[config.mk]
export PLATFORM = sky130hd
export DESIGN_NAME = pcm_stream_player
export DESIGN_NICKNAME = d
export VERILOG_FILES = /design/src/rtl/pcm_stream_player_pkg.sv /design/src/rtl/pcm_stream_player_scale.sv /design/src/rtl/pcm_stream_player.sv
export SDC_FILE = /design/constraint.sdc
export NUM_CORES = 1
export LEC_CHECK = 0
export BUFFER_PORTS_ARGS = -buffer_cell sky130_fd_sc_hd__buf_2
export CAP_MARGIN = 20
export CORE_UTILIZATION = 43
export DETAILED_ROUTE_END_ITERATION = 6
export PLACE_DENSITY = 0.63
export SLEW_MARGIN = 15
export SYNTH_ARGS = -nofsm -noshare
export SYNTH_HDL_FRONTEND = slang
export SYNTH_SLANG_ARGS = --single-unit
[constraint.sdc]
create_clock -name CLOCK_50 -period 6.74 [get_ports CLOCK_50]
set_clock_uncertainty 0.15 [all_clocks]
set_input_delay 0.674 -clock CLOCK_50 [delete_from_list [all_inputs] [get_ports CLOCK_50]]
set_output_delay 0.674 -clock CLOCK_50 [all_outputs]
set_load 0.05 [all_outputs]
[src/rtl/pcm_stream_player_pkg.sv]
// Shared types and constants for the stereo PCM clip player.
package pcm_player_pkg;

  typedef enum logic [1:0] {
    ST_IDLE  = 2'd0,
    ST_PRIME = 2'd1,
    ST_PLAY  = 2'd2
  } state_e;

  // Volume is a right-shift amount 0..7.
  localparam int unsigned VOL_W = 3;

  // Supported ROM read latency range and the counter width that covers it.
  localparam int unsigned ROM_LAT_MIN = 1;
  localparam int unsigned ROM_LAT_MAX = 3;
  localparam int unsigned LAT_CNT_W   = $clog2(ROM_LAT_MAX + 1);

  // True when a parameter set is within the supported envelope.
  function automatic bit params_ok(int unsigned sample_w, int unsigned out_w,
                                   int unsigned rate_div, int unsigned rom_lat);
    return (out_w >= sample_w) && (rate_div >= 1) &&
           (rom_lat >= ROM_LAT_MIN) && (rom_lat <= ROM_LAT_MAX);
  endfunction

endpackage

[src/rtl/pcm_stream_player_scale.sv]
// One-channel scaler: signed sample left-justified into the output word,
// then arithmetically shifted right by the volume attenuation.
module pcm_scale
  import pcm_player_pkg::*;
#(
  parameter int unsigned SAMPLE_W = 10,
  parameter int unsigned OUT_W    = 32
) (
  input  logic [SAMPLE_W-1:0] sample,
  input  logic [VOL_W-1:0]    volume,
  output logic [OUT_W-1:0]    scaled
);

  localparam int unsigned PAD_W = OUT_W - SAMPLE_W;

  logic signed [SAMPLE_W-1:0] sample_s;
  logic signed [OUT_W-1:0]    ext;

  // Sign-extend then shift left so a zero pad width needs no special case.
  always_comb begin
    sample_s = sample;
    ext      = OUT_W'(sample_s) <<< PAD_W;
    scaled   = ext >>> volume;
  end

endmodule

[src/rtl/pcm_stream_player.sv]
// Stereo PCM clip player: walks a [start,end] address range of two sample
// ROMs, advancing once per RATE_DIV accepted writes, and feeds the audio
// controller every cycle (silence outside playback).
module pcm_stream_player
  import pcm_player_pkg::*;
#(
  parameter int unsigned SAMPLE_W = 10,
  parameter int unsigned ADDR_W   = 16,
  parameter int unsigned OUT_W    = 32,
  parameter int unsigned RATE_DIV = 9,
  parameter int unsigned ROM_LAT  = 1
) (
  input  logic                CLOCK_50,
  input  logic                reset,
  input  logic                play,
  input  logic                stop,
  input  logic                pause,
  input  logic                loop_en,
  input  logic [ADDR_W-1:0]   clip_start,
  input  logic [ADDR_W-1:0]   clip_end,
  input  logic [VOL_W-1:0]    volume,
  output logic [ADDR_W-1:0]   rom_addr,
  input  logic [SAMPLE_W-1:0] rom_left_q,
  input  logic [SAMPLE_W-1:0] rom_right_q,
  input  logic                audio_out_allowed,
  output logic                write_audio_out,
  output logic [OUT_W-1:0]    left_channel_audio_out,
  output logic [OUT_W-1:0]    right_channel_audio_out,
  output logic                busy,
  output logic                done
);

  localparam int unsigned DIV_W = (RATE_DIV > 1) ? $clog2(RATE_DIV) : 1;
  localparam logic [DIV_W-1:0]     DIV_LAST = DIV_W'(RATE_DIV - 1);
  localparam logic [LAT_CNT_W-1:0] LAT_LAST = LAT_CNT_W'(ROM_LAT);

  state_e                state_q, state_d;
  logic [ADDR_W-1:0]     addr_q, addr_d;
  logic [ADDR_W-1:0]     start_q, start_d;
  logic [ADDR_W-1:0]     end_q, end_d;
  logic                  loop_q, loop_d;
  logic [DIV_W-1:0]      div_cnt_q, div_cnt_d;
  logic [LAT_CNT_W-1:0]  lat_cnt_q, lat_cnt_d;
  logic [ROM_LAT:0]      vld_q, vld_d;
  logic [SAMPLE_W-1:0]   samp_l_q, samp_l_d;
  logic [SAMPLE_W-1:0]   samp_r_q, samp_r_d;
  logic [OUT_W-1:0]      out_l_q, out_l_d;
  logic [OUT_W-1:0]      out_r_q, out_r_d;
  logic                  done_q, done_d;
  logic [OUT_W-1:0]      scaled_l, scaled_r;

  // Scalers see the next sample value so a reload and its scaling land together.
  pcm_scale #(.SAMPLE_W(SAMPLE_W), .OUT_W(OUT_W)) u_scale_l (
    .sample (samp_l_d),
    .volume (volume),
    .scaled (scaled_l)
  );

  pcm_scale #(.SAMPLE_W(SAMPLE_W), .OUT_W(OUT_W)) u_scale_r (
    .sample (samp_r_d),
    .volume (volume),
    .scaled (scaled_r)
  );

  // Next-state logic: stop beats play, play beats advance/pause.
  always_comb begin
    state_d   = state_q;
    addr_d    = addr_q;
    start_d   = start_q;
    end_d     = end_q;
    loop_d    = loop_q;
    div_cnt_d = div_cnt_q;
    lat_cnt_d = lat_cnt_q;
    samp_l_d  = samp_l_q;
    samp_r_d  = samp_r_q;
    done_d    = 1'b0;
    // Tag bit 0 marks the first cycle a new address is presented; the
    // matching ROM data is captured when the tag reaches the top stage.
    vld_d     = {vld_q[ROM_LAT-1:0], 1'b0};

    if (stop) begin
      state_d   = ST_IDLE;
      div_cnt_d = '0;
      vld_d     = '0;
    end else if (play) begin
      start_d   = clip_start;
      end_d     = (clip_end < clip_start) ? clip_start : clip_end;
      loop_d    = loop_en;
      addr_d    = clip_start;
      lat_cnt_d = '0;
      div_cnt_d = '0;
      vld_d     = '0;
      state_d   = ST_PRIME;
    end else begin
      case (state_q)
        ST_IDLE: begin
          vld_d = '0;
        end
        ST_PRIME: begin
          vld_d = '0;
          if (lat_cnt_q == LAT_LAST) begin
            samp_l_d  = rom_left_q;
            samp_r_d  = rom_right_q;
            div_cnt_d = '0;
            state_d   = ST_PLAY;
          end else begin
            lat_cnt_d = lat_cnt_q + 1'b1;
          end
        end
        ST_PLAY: begin
          if (vld_q[ROM_LAT]) begin
            samp_l_d = rom_left_q;
            samp_r_d = rom_right_q;
          end
          if (!pause && audio_out_allowed) begin
            if (div_cnt_q == DIV_LAST) begin
              div_cnt_d = '0;
              if (addr_q < end_q) begin
                addr_d   = addr_q + 1'b1;
                vld_d[0] = 1'b1;
              end else if (loop_q) begin
                addr_d   = start_q;
                vld_d[0] = 1'b1;
              end else begin
                state_d = ST_IDLE;
                done_d  = 1'b1;
                vld_d   = '0;
              end
            end else begin
              div_cnt_d = div_cnt_q + 1'b1;
            end
          end
        end
        default: begin
          state_d = ST_IDLE;
          vld_d   = '0;
        end
      endcase
    end

    // Outputs are silent outside PLAY; in PLAY they track sample and volume.
    if (state_d == ST_PLAY) begin
      out_l_d = scaled_l;
      out_r_d = scaled_r;
    end else begin
      out_l_d = '0;
      out_r_d = '0;
    end
  end

  // State registers with asynchronous reset.
  always_ff @(posedge CLOCK_50 or posedge reset) begin
    if (reset) begin
      state_q   <= ST_IDLE;
      addr_q    <= '0;
      start_q   <= '0;
      end_q     <= '0;
      loop_q    <= 1'b0;
      div_cnt_q <= '0;
      lat_cnt_q <= '0;
      vld_q     <= '0;
      samp_l_q  <= '0;
      samp_r_q  <= '0;
      out_l_q   <= '0;
      out_r_q   <= '0;
      done_q    <= 1'b0;
    end else begin
      state_q   <= state_d;
      addr_q    <= addr_d;
      start_q   <= start_d;
      end_q     <= end_d;
      loop_q    <= loop_d;
      div_cnt_q <= div_cnt_d;
      lat_cnt_q <= lat_cnt_d;
      vld_q     <= vld_d;
      samp_l_q  <= samp_l_d;
      samp_r_q  <= samp_r_d;
      out_l_q   <= out_l_d;
      out_r_q   <= out_r_d;
      done_q    <= done_d;
    end
  end

  assign rom_addr                = addr_q;
  assign write_audio_out         = audio_out_allowed;
  assign left_channel_audio_out  = out_l_q;
  assign right_channel_audio_out = out_r_q;
  assign busy                    = (state_q != ST_IDLE);
  assign done                    = done_q;

endmodule
==> flow_metrics.tcl <==
set metrics [dict create \
    detail-route-antenna-nets 0 \
    die_y_um 133 \
    vias 6218 \
    cts.path.max_buffers 2 \
    core_um2 16600 \
    avgSynthCellArea_um2 9.50 \
    num-fill-cells 1560 \
    die_w_um 133 \
    io_buffers 114 \
    multi_input_area_um2 3830 \
    setup_viol 0 \
    ys_ff_latch 114 \
    regArea_um2 2850 \
    antenna_found_initial 0 \
    pin_count 145 \
    post-cts-setup-buffer-count 0 \
    hpwl_um 13300 \
    place.gp.congestion 0.878 \
    rsz0062_at_grt "no" \
    synth_top_area_share 0.389 \
    drive_above_1_share 0.243 \
    syn2layout_area_growth_pct 15.4 \
    cts.sinks 114 \
    wl_per_cell_um 18.0 \
    htreeDepth 4 \
    max_stage_delay_ns 0.65 \
    critPathArrivalTime_ns 3.70 \
    vias_per_cell 5.68 \
    leakagePower_nw 4.01 \
    die_area_um2 17600 \
    grt_overflow 0 \
    synth-seq-area-share 0.389 \
    critPathTopFamily "compound AO/OA/AOI/OAI gates" \
    drv_cap 0 \
    clock_latency_ns 0.42 \
    synth.largest_area_cell "dfrtp_1" \
    fin_setup_tns_ns 0 \
    worstSetupPathType "reg2reg" \
    hold_slack_ns 0.168 \
    grt_start_max_net_pins 69 \
    slew_headroom 0.336 \
    fin_crit_sh 0.529 \
    clock-root-buffer "clkbuf_16" \
    cp_cell_sequence "ha_1 > nand2_2 > or3_4 > o221ai_4 > a21o_1 > a41oi_4 > buf_4 > nor3_1" \
    async_flop_share 1.00 \
    synth_ff_type "dfrtp_1" \
    dr.pass1.iters 5 \
    synth_area_leaders "dfrtp_1, ha_1, mux4_2, inv_1, nor2_1" \
    min_path_type "in2async" \
    max_freq_mhz 280 \
    cts_tree "done" \
    ir_worst_vdd_uv 195 \
    hold_buffers 0 \
    p_per_area_nw_per_um2 275 \
    placementRows 47 \
    finalCriticalPeriod_ns 3.57 \
    drt_iter0_markers 428 \
    status "complete, no violations" \
    clkTransAtPathRegs_ns 0.06 \
    worstPathBufferInverterCount 1 \
    finalHoldViolations 0 \
    crit_path_end_kind "flop" \
    ys_types 70 \
    fin_nets 962 \
    ctsResizeCount 0 \
    cts_buffers 17 \
    synth_warnings 0 \
    worstMarginPinSlew_ns 0.996 \
    synth_edf_count 0 \
    crit_required_ns 6.87 \
    synth_cells 772 \
    cp-start-kind "flop" \
    start_util 0.440 \
    grt_pass1_vias 5741 \
    routed_wl_um 19700 \
    grt_usage 0.232 \
    synth_area_um2 7330 \
    cp_max_fo 35 \
    power_mw 2.32 \
    grt_first_pass_wirelength_um 31700 \
    slowest_stage "a21o_1" \
    finalMaxSlewViolations 0 \
    antenna_cells 0 \
    drc 0 \
]
## synthesized netlist by cell type, drive strengths merged (7+ instances only)
library cell    n
mux4           14
a221oi         18
dfrtp         114
xnor2          13
buf            50
nand2b          9
inv            80
nor3           29
and3            8
a31oi          14
a21oi          31
mux2i           8
o21ai          50
ha             38
a2111oi        18
nand2          49
nor2           69
nor4           14
nand3           7
a21o            9
a32oi          14
a22oi           7
a311oi         16
clkbuf         33
a22o           15
## worst reg2reg max path: stages, from the launching register on
cell      delay (ns)
dfrtp_1         0.50
ha_1            0.37
nand2_2         0.08
or3_4           0.34
o221ai_4        0.45
a21o_1          0.65
a41oi_4         0.19
buf_4           0.31
nor3_1          0.39
## stage by stage
stage / utilization / cells / cell area (um2) / setup WS (ns)
after detailed placement: 0.474 / 1061 / 7900 / 3.00
after CTS: 0.507 / 1093 / 8430 / 3.19
final: 0.508 / 1095 / 8460 / 3.17
after global routing: 0.508 / 1095 / 8460 / 2.98
after floorplan: - / 801 / 7440 / 2.90
after global placement: 0.474 / 1061 / 7900 / 3.00
## placed cells by master (no fill, tap or decap), types with 6 or more instances in the layout
master,synthesis,final
a2111oi_0,9,9
a21o_1,9,9
a21oi_1,30,30
a221oi_1,18,18
a22o_1,12,12
a311oi_1,16,16
a31oi_1,13,13
a32oi_1,14,14
and3_1,8,8
buf_2,12,114
buf_4,32,9
clkbuf_16,0,17
clkinvlp_4,0,8
conb_1,1,30
dfrtp_1,114,114
ha_1,38,38
inv_1,73,72
inv_2,7,7
mux2i_1,8,8
mux4_2,14,14
nand2_1,48,48
nand2b_1,9,9
nand3_1,7,7
nor2_1,69,68
nor3_1,28,28
nor4_1,6,6
nor4_2,8,8
o21ai_0,43,43
o21ai_1,6,6
xnor2_1,13,13
## flip-flops by register name (all words and copies together), names as in the netlist
name	cells
div_cnt_q	4
left_channel_audio_out	17
samp_l_q	10
loop_q	1
start_q	16
state_q	2
right_channel_audio_out	17
done	1
lat_cnt_q	2
rom_addr	16
vld_q	2
end_q	16
samp_r_q	10
## power breakdown
group / internal (mW) / switching [mW] / leakage (nW)
Combinational: 0.224 / 0.461 / 2.28
Clock: 0.469 / 0.350 / 0.240
Sequential: 0.749 / 0.0709 / 1.49
## cell families (layout without fill, tap and decap cells)
group / Yosys count / after routing / synth area share
AOI/OAI and AO/OA: 217 / 217 / 0.231
and+or+nand+nor: 202 / 202 / 0.137
buffers and inverters: 163 / 237 / 0.105
DFF: 114 / 114 / 0.389
adders and majority gates: 38 / 38 / 0.0649
muxes: 24 / 24 / 0.0570
xor gates and xnor gates: 13 / 13 / 0.0155
other: 1 / 30 / 0.000512
## final cells by class
cell class / count / area share
sequential: 114 / 0.337
multi-input combinational: 524 / 0.453
clock inverter: 15 / 0.0130
inverter: 80 / 0.0358
tap: 220 / 0.0325
clock buffer: 17 / 0.0503
timing repair buffer: 125 / 0.0786
## layer usage
layer | vias up | track usage | share of wire | routed length [um]
met2 | 215 | 0.356 | 0.47 | 9340
met1 | 3040 | 0.332 | 0.46 | 9050
met5 | - | 0 | 0 | 0
met3 | 19 | 0.0410 | 0.054 | 1060
met4 | 0 | 0.0754 | 0.012 | 237
li1 | 2944 | - | - | -
## path summary, 6_finish.rpt
check	endpoint	depth (start not counted)	start	slack [ns]
hold / removal	right_channel_audio_out[16]	2	reset	0.17
min in group CLOCK_50	div_cnt_q[3]	1	div_cnt_q[3]	0.34
max in group asynchronous	div_cnt_q[0]	3	reset	4.93
setup / recovery	right_channel_audio_out[31]	8	rom_addr[7]	3.17
hold reg to reg	div_cnt_q[3]	1	div_cnt_q[3]	0.34
setup reg to reg	right_channel_audio_out[31]	8	rom_addr[7]	3.17
(Power assumes the default switching activity.)
